--- src/rtl/db_edge_tc_gen_pkg.sv ---
// -----------------------------------------------------------------------------
// db_edge_tc_gen_pkg
// Shared deblocking-filter definitions: QP/tc widths, the QP clip bound,
// boundary-strength encodings, slice tc offset limits and a bs normaliser.
// No ports (package).
// -----------------------------------------------------------------------------
package db_edge_tc_gen_pkg;

    localparam int QP_MAX     = 51;   // upper clip bound of the tc table index
    localparam int QP_W       = 6;    // luma QP width (0..51, also table index)
    localparam int TC_W       = 5;    // tc value width (max 24)
    localparam int BS_W       = 2;    // boundary strength width
    localparam int LUT_IN_MAX = 53;   // largest index the tc table can see

    localparam logic [BS_W-1:0] BS_NONE  = 2'd0;
    localparam logic [BS_W-1:0] BS_INTER = 2'd1;
    localparam logic [BS_W-1:0] BS_INTRA = 2'd2;

    // Legal range of the signed slice tc offset (divided by two).
    localparam int TC_OFFSET_DIV2_MIN = -6;
    localparam int TC_OFFSET_DIV2_MAX = 6;

    // bs=3 is not a legal strength; the filter treats it as intra (2).
    function automatic logic [BS_W-1:0] bs_norm(input logic [BS_W-1:0] bs);
        return (bs == 2'd3) ? BS_INTRA : bs;
    endfunction

endpackage

--- src/rtl/db_edge_tc_gen_lut_tc.sv ---
// -----------------------------------------------------------------------------
// db_lut_tc
// Combinational HEVC tc table. The intra flag adds 2 to the index before the
// lookup, which is how the bs=2 adjustment is applied.
// Ports:
//   qp_i       in  QP_W  clipped table index (0..QP_MAX)
//   mb_type_i  in  1     1 for intra-strength edges (+2 on the index)
//   tc_o       out TC_W  tc value
// -----------------------------------------------------------------------------
module db_lut_tc
    import db_edge_tc_gen_pkg::*;
(
    input  logic [QP_W-1:0] qp_i,
    input  logic            mb_type_i,
    output logic [TC_W-1:0] tc_o
);

    logic [QP_W-1:0] idx;

    always_comb begin
        idx  = qp_i + {{(QP_W-2){1'b0}}, mb_type_i, 1'b0};
        tc_o = '0;
        if (idx <= QP_W'(17)) begin
            tc_o = TC_W'(0);
        end else if (idx <= QP_W'(26)) begin
            tc_o = TC_W'(1);
        end else if (idx <= QP_W'(30)) begin
            tc_o = TC_W'(2);
        end else if (idx <= QP_W'(34)) begin
            tc_o = TC_W'(3);
        end else if (idx <= QP_W'(37)) begin
            tc_o = TC_W'(4);
        end else if (idx <= QP_W'(39)) begin
            tc_o = TC_W'(5);
        end else if (idx <= QP_W'(41)) begin
            tc_o = TC_W'(6);
        end else begin
            case (idx)
                6'd42:   tc_o = TC_W'(7);
                6'd43:   tc_o = TC_W'(8);
                6'd44:   tc_o = TC_W'(9);
                6'd45:   tc_o = TC_W'(10);
                6'd46:   tc_o = TC_W'(11);
                6'd47:   tc_o = TC_W'(13);
                6'd48:   tc_o = TC_W'(14);
                6'd49:   tc_o = TC_W'(16);
                6'd50:   tc_o = TC_W'(18);
                6'd51:   tc_o = TC_W'(20);
                6'd52:   tc_o = TC_W'(22);
                6'd53:   tc_o = TC_W'(24);
                default: tc_o = TC_W'(0);   // beyond LUT_IN_MAX
            endcase
        end
    end

endmodule

--- src/rtl/db_edge_tc_gen.sv ---
// -----------------------------------------------------------------------------
// db_edge_tc_gen
// Per-edge tc generation for the deblocking filter. Two-stage valid/ready
// pipeline: S1 averages the P/Q QPs, normalises bs and tags the edge index;
// S2 applies the slice tc offset, clips, looks up tc and holds the result
// until the edge filter accepts it.
// Ports:
//   clk, rst_n          clock, asynchronous active-low reset
//   lcu_start_i         pulse: restart edge numbering for a new LCU
//   tc_offset_div2_i    signed slice tc offset / 2 (sampled in S2)
//   edge_valid_i/edge_ready_o, qp_p_i, qp_q_i, bs_i   input descriptor
//   tc_valid_o/tc_ready_i, tc_o, bs_o, filter_en_o, edge_idx_o   result
//
// Handshake: a transfer happens on a rising edge where valid && ready. The
// producer holds data stable while valid && !ready; edge_ready_o depends only
// on pipeline occupancy and tc_ready_i, never on edge_valid_i.
// -----------------------------------------------------------------------------
module db_edge_tc_gen
    import db_edge_tc_gen_pkg::QP_W, db_edge_tc_gen_pkg::TC_W,
           db_edge_tc_gen_pkg::BS_W, db_edge_tc_gen_pkg::BS_NONE,
           db_edge_tc_gen_pkg::BS_INTRA, db_edge_tc_gen_pkg::bs_norm;
#(
    parameter int EDGE_CNT_W = 8,
    parameter int QP_MAX     = db_edge_tc_gen_pkg::QP_MAX
) (
    input  logic                  clk,
    input  logic                  rst_n,
    input  logic                  lcu_start_i,
    input  logic [3:0]            tc_offset_div2_i,
    input  logic                  edge_valid_i,
    output logic                  edge_ready_o,
    input  logic [QP_W-1:0]       qp_p_i,
    input  logic [QP_W-1:0]       qp_q_i,
    input  logic [BS_W-1:0]       bs_i,
    output logic                  tc_valid_o,
    input  logic                  tc_ready_i,
    output logic [TC_W-1:0]       tc_o,
    output logic [BS_W-1:0]       bs_o,
    output logic                  filter_en_o,
    output logic [EDGE_CNT_W-1:0] edge_idx_o
);

    localparam logic signed [7:0] QP_MAX_S = 8'(QP_MAX);
    localparam logic [QP_W-1:0]   QP_MAX_U = QP_W'(QP_MAX);

    // ---------------------------------------------------------------- state
    logic                  s1_valid_q;
    logic [QP_W-1:0]       s1_qp_avg_q, s1_qp_avg_d;
    logic [BS_W-1:0]       s1_bs_q, s1_bs_d;
    logic [EDGE_CNT_W-1:0] s1_idx_q, s1_idx_d;

    logic                  s2_valid_q;
    logic [TC_W-1:0]       s2_tc_q, s2_tc_d;
    logic [BS_W-1:0]       s2_bs_q;
    logic                  s2_fen_q, s2_fen_d;
    logic [EDGE_CNT_W-1:0] s2_idx_q;

    logic [EDGE_CNT_W-1:0] cnt_q, cnt_d;

    // ---------------------------------------------------------- handshakes
    logic s1_adv, s2_adv, in_hs;

    assign s2_adv       = !s2_valid_q || tc_ready_i;
    assign s1_adv       = !s1_valid_q || s2_adv;
    assign edge_ready_o = s1_adv;
    assign in_hs        = edge_valid_i && s1_adv;

    // ------------------------------------------------------ S1 next state
    logic [QP_W:0] qp_sum;

    always_comb begin
        qp_sum      = {1'b0, qp_p_i} + {1'b0, qp_q_i} + {{QP_W{1'b0}}, 1'b1};
        s1_qp_avg_d = qp_sum[QP_W:1];
        s1_bs_d     = bs_norm(bs_i);
        // A restart coinciding with an accepted edge numbers that edge 0.
        s1_idx_d    = lcu_start_i ? '0 : cnt_q;
        cnt_d       = cnt_q;
        if (in_hs) begin
            cnt_d = s1_idx_d + 1'b1;
        end else if (lcu_start_i) begin
            cnt_d = '0;
        end
    end

    // ------------------------------------------------------ S2 next state
    logic signed [7:0] off_x2;
    logic signed [7:0] qp_idx;
    logic [QP_W-1:0]   qp_clip;
    logic [TC_W-1:0]   lut_tc;

    always_comb begin
        off_x2 = {{3{tc_offset_div2_i[3]}}, tc_offset_div2_i, 1'b0};
        qp_idx = $signed({2'b00, s1_qp_avg_q}) + off_x2;
        if (qp_idx < 8'sd0) begin
            qp_clip = '0;
        end else if (qp_idx > QP_MAX_S) begin
            qp_clip = QP_MAX_U;
        end else begin
            qp_clip = qp_idx[QP_W-1:0];
        end
        s2_fen_d = (s1_bs_q != BS_NONE);
        s2_tc_d  = s2_fen_d ? lut_tc : '0;
    end

    db_lut_tc u_lut_tc (
        .qp_i      (qp_clip),
        .mb_type_i (s1_bs_q == BS_INTRA),
        .tc_o      (lut_tc)
    );

    // ------------------------------------------------------------ registers
    always_ff @(posedge clk or negedge rst_n) begin
        if (!rst_n) begin
            cnt_q <= '0;
        end else begin
            cnt_q <= cnt_d;
        end
    end

    always_ff @(posedge clk or negedge rst_n) begin
        if (!rst_n) begin
            s1_valid_q  <= 1'b0;
            s1_qp_avg_q <= '0;
            s1_bs_q     <= '0;
            s1_idx_q    <= '0;
        end else if (s1_adv) begin
            s1_valid_q <= edge_valid_i;
            if (in_hs) begin
                s1_qp_avg_q <= s1_qp_avg_d;
                s1_bs_q     <= s1_bs_d;
                s1_idx_q    <= s1_idx_d;
            end
        end
    end

    // Output registers only move when the stage advances, so data is held
    // while the downstream filter stalls.
    always_ff @(posedge clk or negedge rst_n) begin
        if (!rst_n) begin
            s2_valid_q <= 1'b0;
            s2_tc_q    <= '0;
            s2_bs_q    <= '0;
            s2_fen_q   <= 1'b0;
            s2_idx_q   <= '0;
        end else if (s2_adv) begin
            s2_valid_q <= s1_valid_q;
            if (s1_valid_q) begin
                s2_tc_q  <= s2_tc_d;
                s2_bs_q  <= s1_bs_q;
                s2_fen_q <= s2_fen_d;
                s2_idx_q <= s1_idx_q;
            end
        end
    end

    assign tc_valid_o  = s2_valid_q;
    assign tc_o        = s2_tc_q;
    assign bs_o        = s2_bs_q;
    assign filter_en_o = s2_fen_q;
    assign edge_idx_o  = s2_idx_q;

endmodule

--- config.mk ---
export PLATFORM = sky130hd
export DESIGN_NAME = db_edge_tc_gen
export DESIGN_NICKNAME = d
export VERILOG_FILES = /design/src/rtl/db_edge_tc_gen_pkg.sv /design/src/rtl/db_edge_tc_gen_lut_tc.sv /design/src/rtl/db_edge_tc_gen.sv
export SDC_FILE = /design/constraint.sdc
export NUM_CORES = 1
export LEC_CHECK = 0
export BUFFER_PORTS_ARGS = -buffer_cell sky130_fd_sc_hd__buf_4
export CORE_MARGIN = 10
export CORE_UTILIZATION = 40
export CTS_BUF_LIST = sky130_fd_sc_hd__clkbuf_8
export CTS_CLUSTER_SIZE = 20
export DETAILED_ROUTE_END_ITERATION = 8
export SLEW_MARGIN = 20
export SYNTH_ARGS = -nofsm -noshare
export SYNTH_HDL_FRONTEND = slang
export SYNTH_HIERARCHICAL = 1
export SYNTH_SLANG_ARGS = --single-unit
export TNS_END_PERCENT = 100
--- constraint.sdc ---
create_clock -name clk -period 4.3 [get_ports clk]
set_clock_uncertainty 0.2 [all_clocks]
set_input_delay 0.43 -clock clk [delete_from_list [all_inputs] [get_ports clk]]
set_output_delay 0.43 -clock clk [all_outputs]
set_load 0.02 [all_outputs]
==> results.md <==
- Counting flops with an async set or reset pin after synthesis yields a share of 100.0%.
- The average detailed-routed wire length per instance is 14.52 µm.
- The worst-case IR drop observed on VDD is 0.1222 mV.
- The setup violation total in the final timing report is 0.
- CTS saw 42 sinks.
- The placed cell count is 464.
- The proportion of layout cells with a drive suffix above 1 is 26.40%.
- The maximum number of pins on one net before global-route repair is 43.
- The number of max-cap violations is 0.
- Dividing the detail-routed via count by the number of cells gives 5.270.
- The root buffer cell is sky130_fd_sc_hd__clkbuf_8.
- In this run the worst setup path terminates at tc_o[0].
- The non-filler instance count after layout is 474.
- The total count of hold-check failures in the final report was 0.
- The first global-routing pass estimated 12.12 mm of wire.
- The worst pin sits at a relative slew slack of 50.11%.
- The slowest stage of the critical path is the sky130_fd_sc_hd__dfrtp_1 cell.
- The initial antenna violation count is 0.
- The worst setup path is launched from a flip-flop.
- The cell with the most instances after synthesis is sky130_fd_sc_hd__dfrtp_1.
- The post-synthesis area per instance is 9.169 µm².
- Clock-pin slew was measured on the worst setup and hold paths at 80 ps.
- The floorplan step defined a core boundary enclosing 0.007214 mm².
- The routed design has 6.881 mm of wire.
- The die outline area is 0.01125 mm².
- The final worst slack is 263.5 ps.
- The clock reaches the later pin of the worst-skew pair after 300 ps.
- The post-detailed-route count of antenna-violating nets is 0.
- 41 I/O pins were placed.
- The number of iterations in the first detailed-routing pass is 4.
- At the end of routability-driven placement, the weighted congestion stood at 0.8492.
- The setup TNS is 0 ps.
- The CTS tree is built.
- The launch instance of the worst min-delay path is bs_i[1].
- Prior to clock tree synthesis, the placed netlist has a worst setup slack of 51.92 ps.
- The distinct cell type count after synthesis is 64.
- The analysis attributes to cell leakage a power of 1.651 nW.
- The maximum clock frequency is 0.2477 GHz.
- Tracing the worst setup path back leads to its startpoint at s1_qp_avg_q[1].
- The endpoint of the worst-slack reg-to-reg timing path is tc_o[0].
- After layout, the minimum clock period comes to 4037 ps.
- Once placement finished, the instance area stood at 0.003460 mm².
- The critical path is of the flip-flop to flip-flop type.
- The most used flip-flop cell after synthesis is sky130_fd_sc_hd__dfrtp_1.
- The critical path goes through ha_2 -> inv_1 -> fa_1 -> nand2b_1 -> a21oi_2 -> xnor2_2 -> a311oi_2 -> o22ai_2 -> ha_1 -> buf_4 -> xnor2_1 -> buf_4 -> a21oi_2 -> nor3_1 -> a21oi_1 -> nand3_1 -> o32a_1 -> nand2_1 -> o21ai_0.
- The total count of max-transition violations in the final report is 0.
- After synthesis, the cell types taking the most area are sky130_fd_sc_hd__dfrtp_1 35%, sky130_fd_sc_hd__ha_1 6.3%, sky130_fd_sc_hd__nand2_1 4.7%.
- The total number of vias is 2498.
- The height of the die is 106.0 µm.
- The cell area after layout is 0.003647 mm².
- In this run, synthesis inferred 0 flip-flops with an integrated enable.
- The net total in the final layout is 414.
- The half-perimeter wire length of the detailed placement result is 5.363 mm.
- The site row count is 31.
- The measured slew at the worst slew-check pin is 746.5 ps.
- Data on the critical path is required at its endpoint by 4250 ps.
- The number of synthesized register bits is 42.
- The warning count from the yosys run is 6.
- Measured in cells, the most critical reg-to-reg path has a length of 19.
- Relative to the synthesized area, the layout overhead comes to 23.15%.
- Input and output buffers added on the ports amount to 40.
- The buffer levels on the longest clock path is 2.
- For this configuration, the core starts out at a cell density of 41.05%.
- The clock buffer count from CTS is 5.
- The reg-to-reg setup timing slack is 260 ps.
- In this run the number of H-tree levels came out at 2.
- The die is 106.0 µm wide.
- The critical path endpoint category is a flip-flop.
- The via count of the first global-routing pass is 2591.
- The post-synthesis cell type with the largest combined area is sky130_fd_sc_hd__dfrtp_1.
- The cell area that synthesis handed to floorplanning was 0.002962 mm².
- Summed over its instances, the top area cell type makes up 35.49% of the synthesized netlist area.
- The multi-input combinational cells in the finished layout cover a total of 0.001852 mm².
- Along the worst path, the maximum fanout reaches 6.
- The portion of the post-synthesis area used by sequential elements is 35.49%.
- The total track usage is 12.59%.
- In the routed design, unresolved DRC markers number 0.
- The total overflow left after global routing is 0.
- The worst stage delay on the critical path is 380 ps.
- The launching point of the worst reg2reg path is s1_qp_avg_q[1].
- The footprint of the flip-flops and latches is 0.001051 mm².
- The count of antenna diodes in the layout is 0.
- Synthesis handed over a netlist of 323 instances.
- The number of nets in the synthesized netlist is 363.
- The endpoint arrival time on the critical path is 3990 ps.
- Ranked by instance count, the synthesized netlist is headed by 42 x sky130_fd_sc_hd__dfrtp_1, 37 x sky130_fd_sc_hd__nand2_1, 20 x sky130_fd_sc_hd__o21ai_0.
- The violation count after the first detailed-route iteration is 93.
- In the finished design, the share of the clock period the worst path needs comes to 93.87%.
- The flow ran to the end, and the final reports show no timing, DRC or antenna violations.
- In this run the power density over the cells is 434.2 mW/mm².
- The path class of the lowest-slack min-delay path is input port to flip-flop.
- The count of fill cells added during filler insertion is 697.
==> report_power, final <==
part / internal [mW] / switching (mW) / leakage (nW)
registers: 0.439 / 0.0298 / 0.554
clock network: 0.171 / 0.138 / 0.0556
logic: 0.354 / 0.452 / 1.04
==> layout make-up <==
class	count	share of cell area [%]
inverter	10	1.029
sequential	42	28.82
clock inverter	3	1.132
tap	99	3.396
multi-input combinational	254	50.77
timing repair buffer	61	12.97
clock buffer	5	1.887
==> worst min-delay path by stage <==
stage / depth (start not counted) / end / slack, ps
finish: 3 / s1_bs_q[1] / 130
global route: 3 / s1_bs_q[1] / 120
CTS: 3 / s1_bs_q[1] / 120
detailed placement: 1 / tc_valid_o / 240
global placement: 1 / cnt_q[7] / 240
floorplan: 0 / bs_o[0] / -70
==> flip-flops by register name (all words and copies together) (netlist names) <==
register     flops
s1_idx_q         8
edge_idx_o       8
s1_bs_q          2
tc_o             5
s1_qp_avg_q      6
s1_valid_q       1
tc_valid_o       1
bs_o             2
filter_en_o      1
cnt_q            8
==> layer usage <==
layer | global-route usage, % | wire length, µm | vias up | share of wire (%)
li1 | - | - | 1266 | -
met1 | 15.93 | 3166 | 1164 | 46
met2 | 20.36 | 3279 | 52 | 48
met5 | 0 | 0 | - | 0
met3 | 3.684 | 294 | 16 | 4.3
met4 | 3.578 | 140 | 0 | 2.0
==> metrics by stage <==
step / power, mW / hold WS (ps) / utilization [%]
after floorplan: 0.9761 / -65.59 / -
after global placement: 1.224 / 242.9 / 47.95
after detailed placement: 1.231 / 243.8 / 47.95
after CTS: 1.542 / 118.9 / 49.62
after global routing: 1.710 / 119.9 / 50.56
final: 1.584 / 129.9 / 50.56
==> cells in the final DEF (no fill, tap or decap), drive strengths merged, types with 12 or more instances in the layout <==
master / Yosys / routed
buf: 10 / 60
dfrtp: 42 / 42
nand2: 37 / 37
o21ai: 28 / 28
nor2: 17 / 17
ha: 15 / 15
mux2: 15 / 15
nand2b: 12 / 12
a21oi: 12 / 12
==> kinds of logic (layout without fill, tap and decap cells) <==
logic type / after synthesis / in the layout / share of synthesized area, %
buffers and inverters: 27 / 79 / 4.014
and+or+nand+nor: 123 / 123 / 22.05
DFF: 42 / 42 / 35.49
xor gates and xnor gates: 18 / 18 / 6.211
AOI/OAI and AO/OA: 77 / 77 / 17.36
muxes: 19 / 19 / 7.182
adders and majority gates: 17 / 17 / 7.689
==> critical path, delay by kind of cell (launching register included) <==
kind                       cells  cell delay [ps]
AOI/OAI and AO/OA              7             1340
xor gates and xnor gates       2              310
adders and majority gates      3              810
buffers and inverters          3              390
DFF                            1              380
and+or+nand+nor                4              450
==> what timing repair did <==
item	4_1_cts	5_1_grt
setup endpoints to repair	0	3
setup buffers	0	1
hold endpoints to repair	42	0
resized for setup	0	12
hold buffers	1	0
Note: power is estimated with default switching activity, not from simulation.
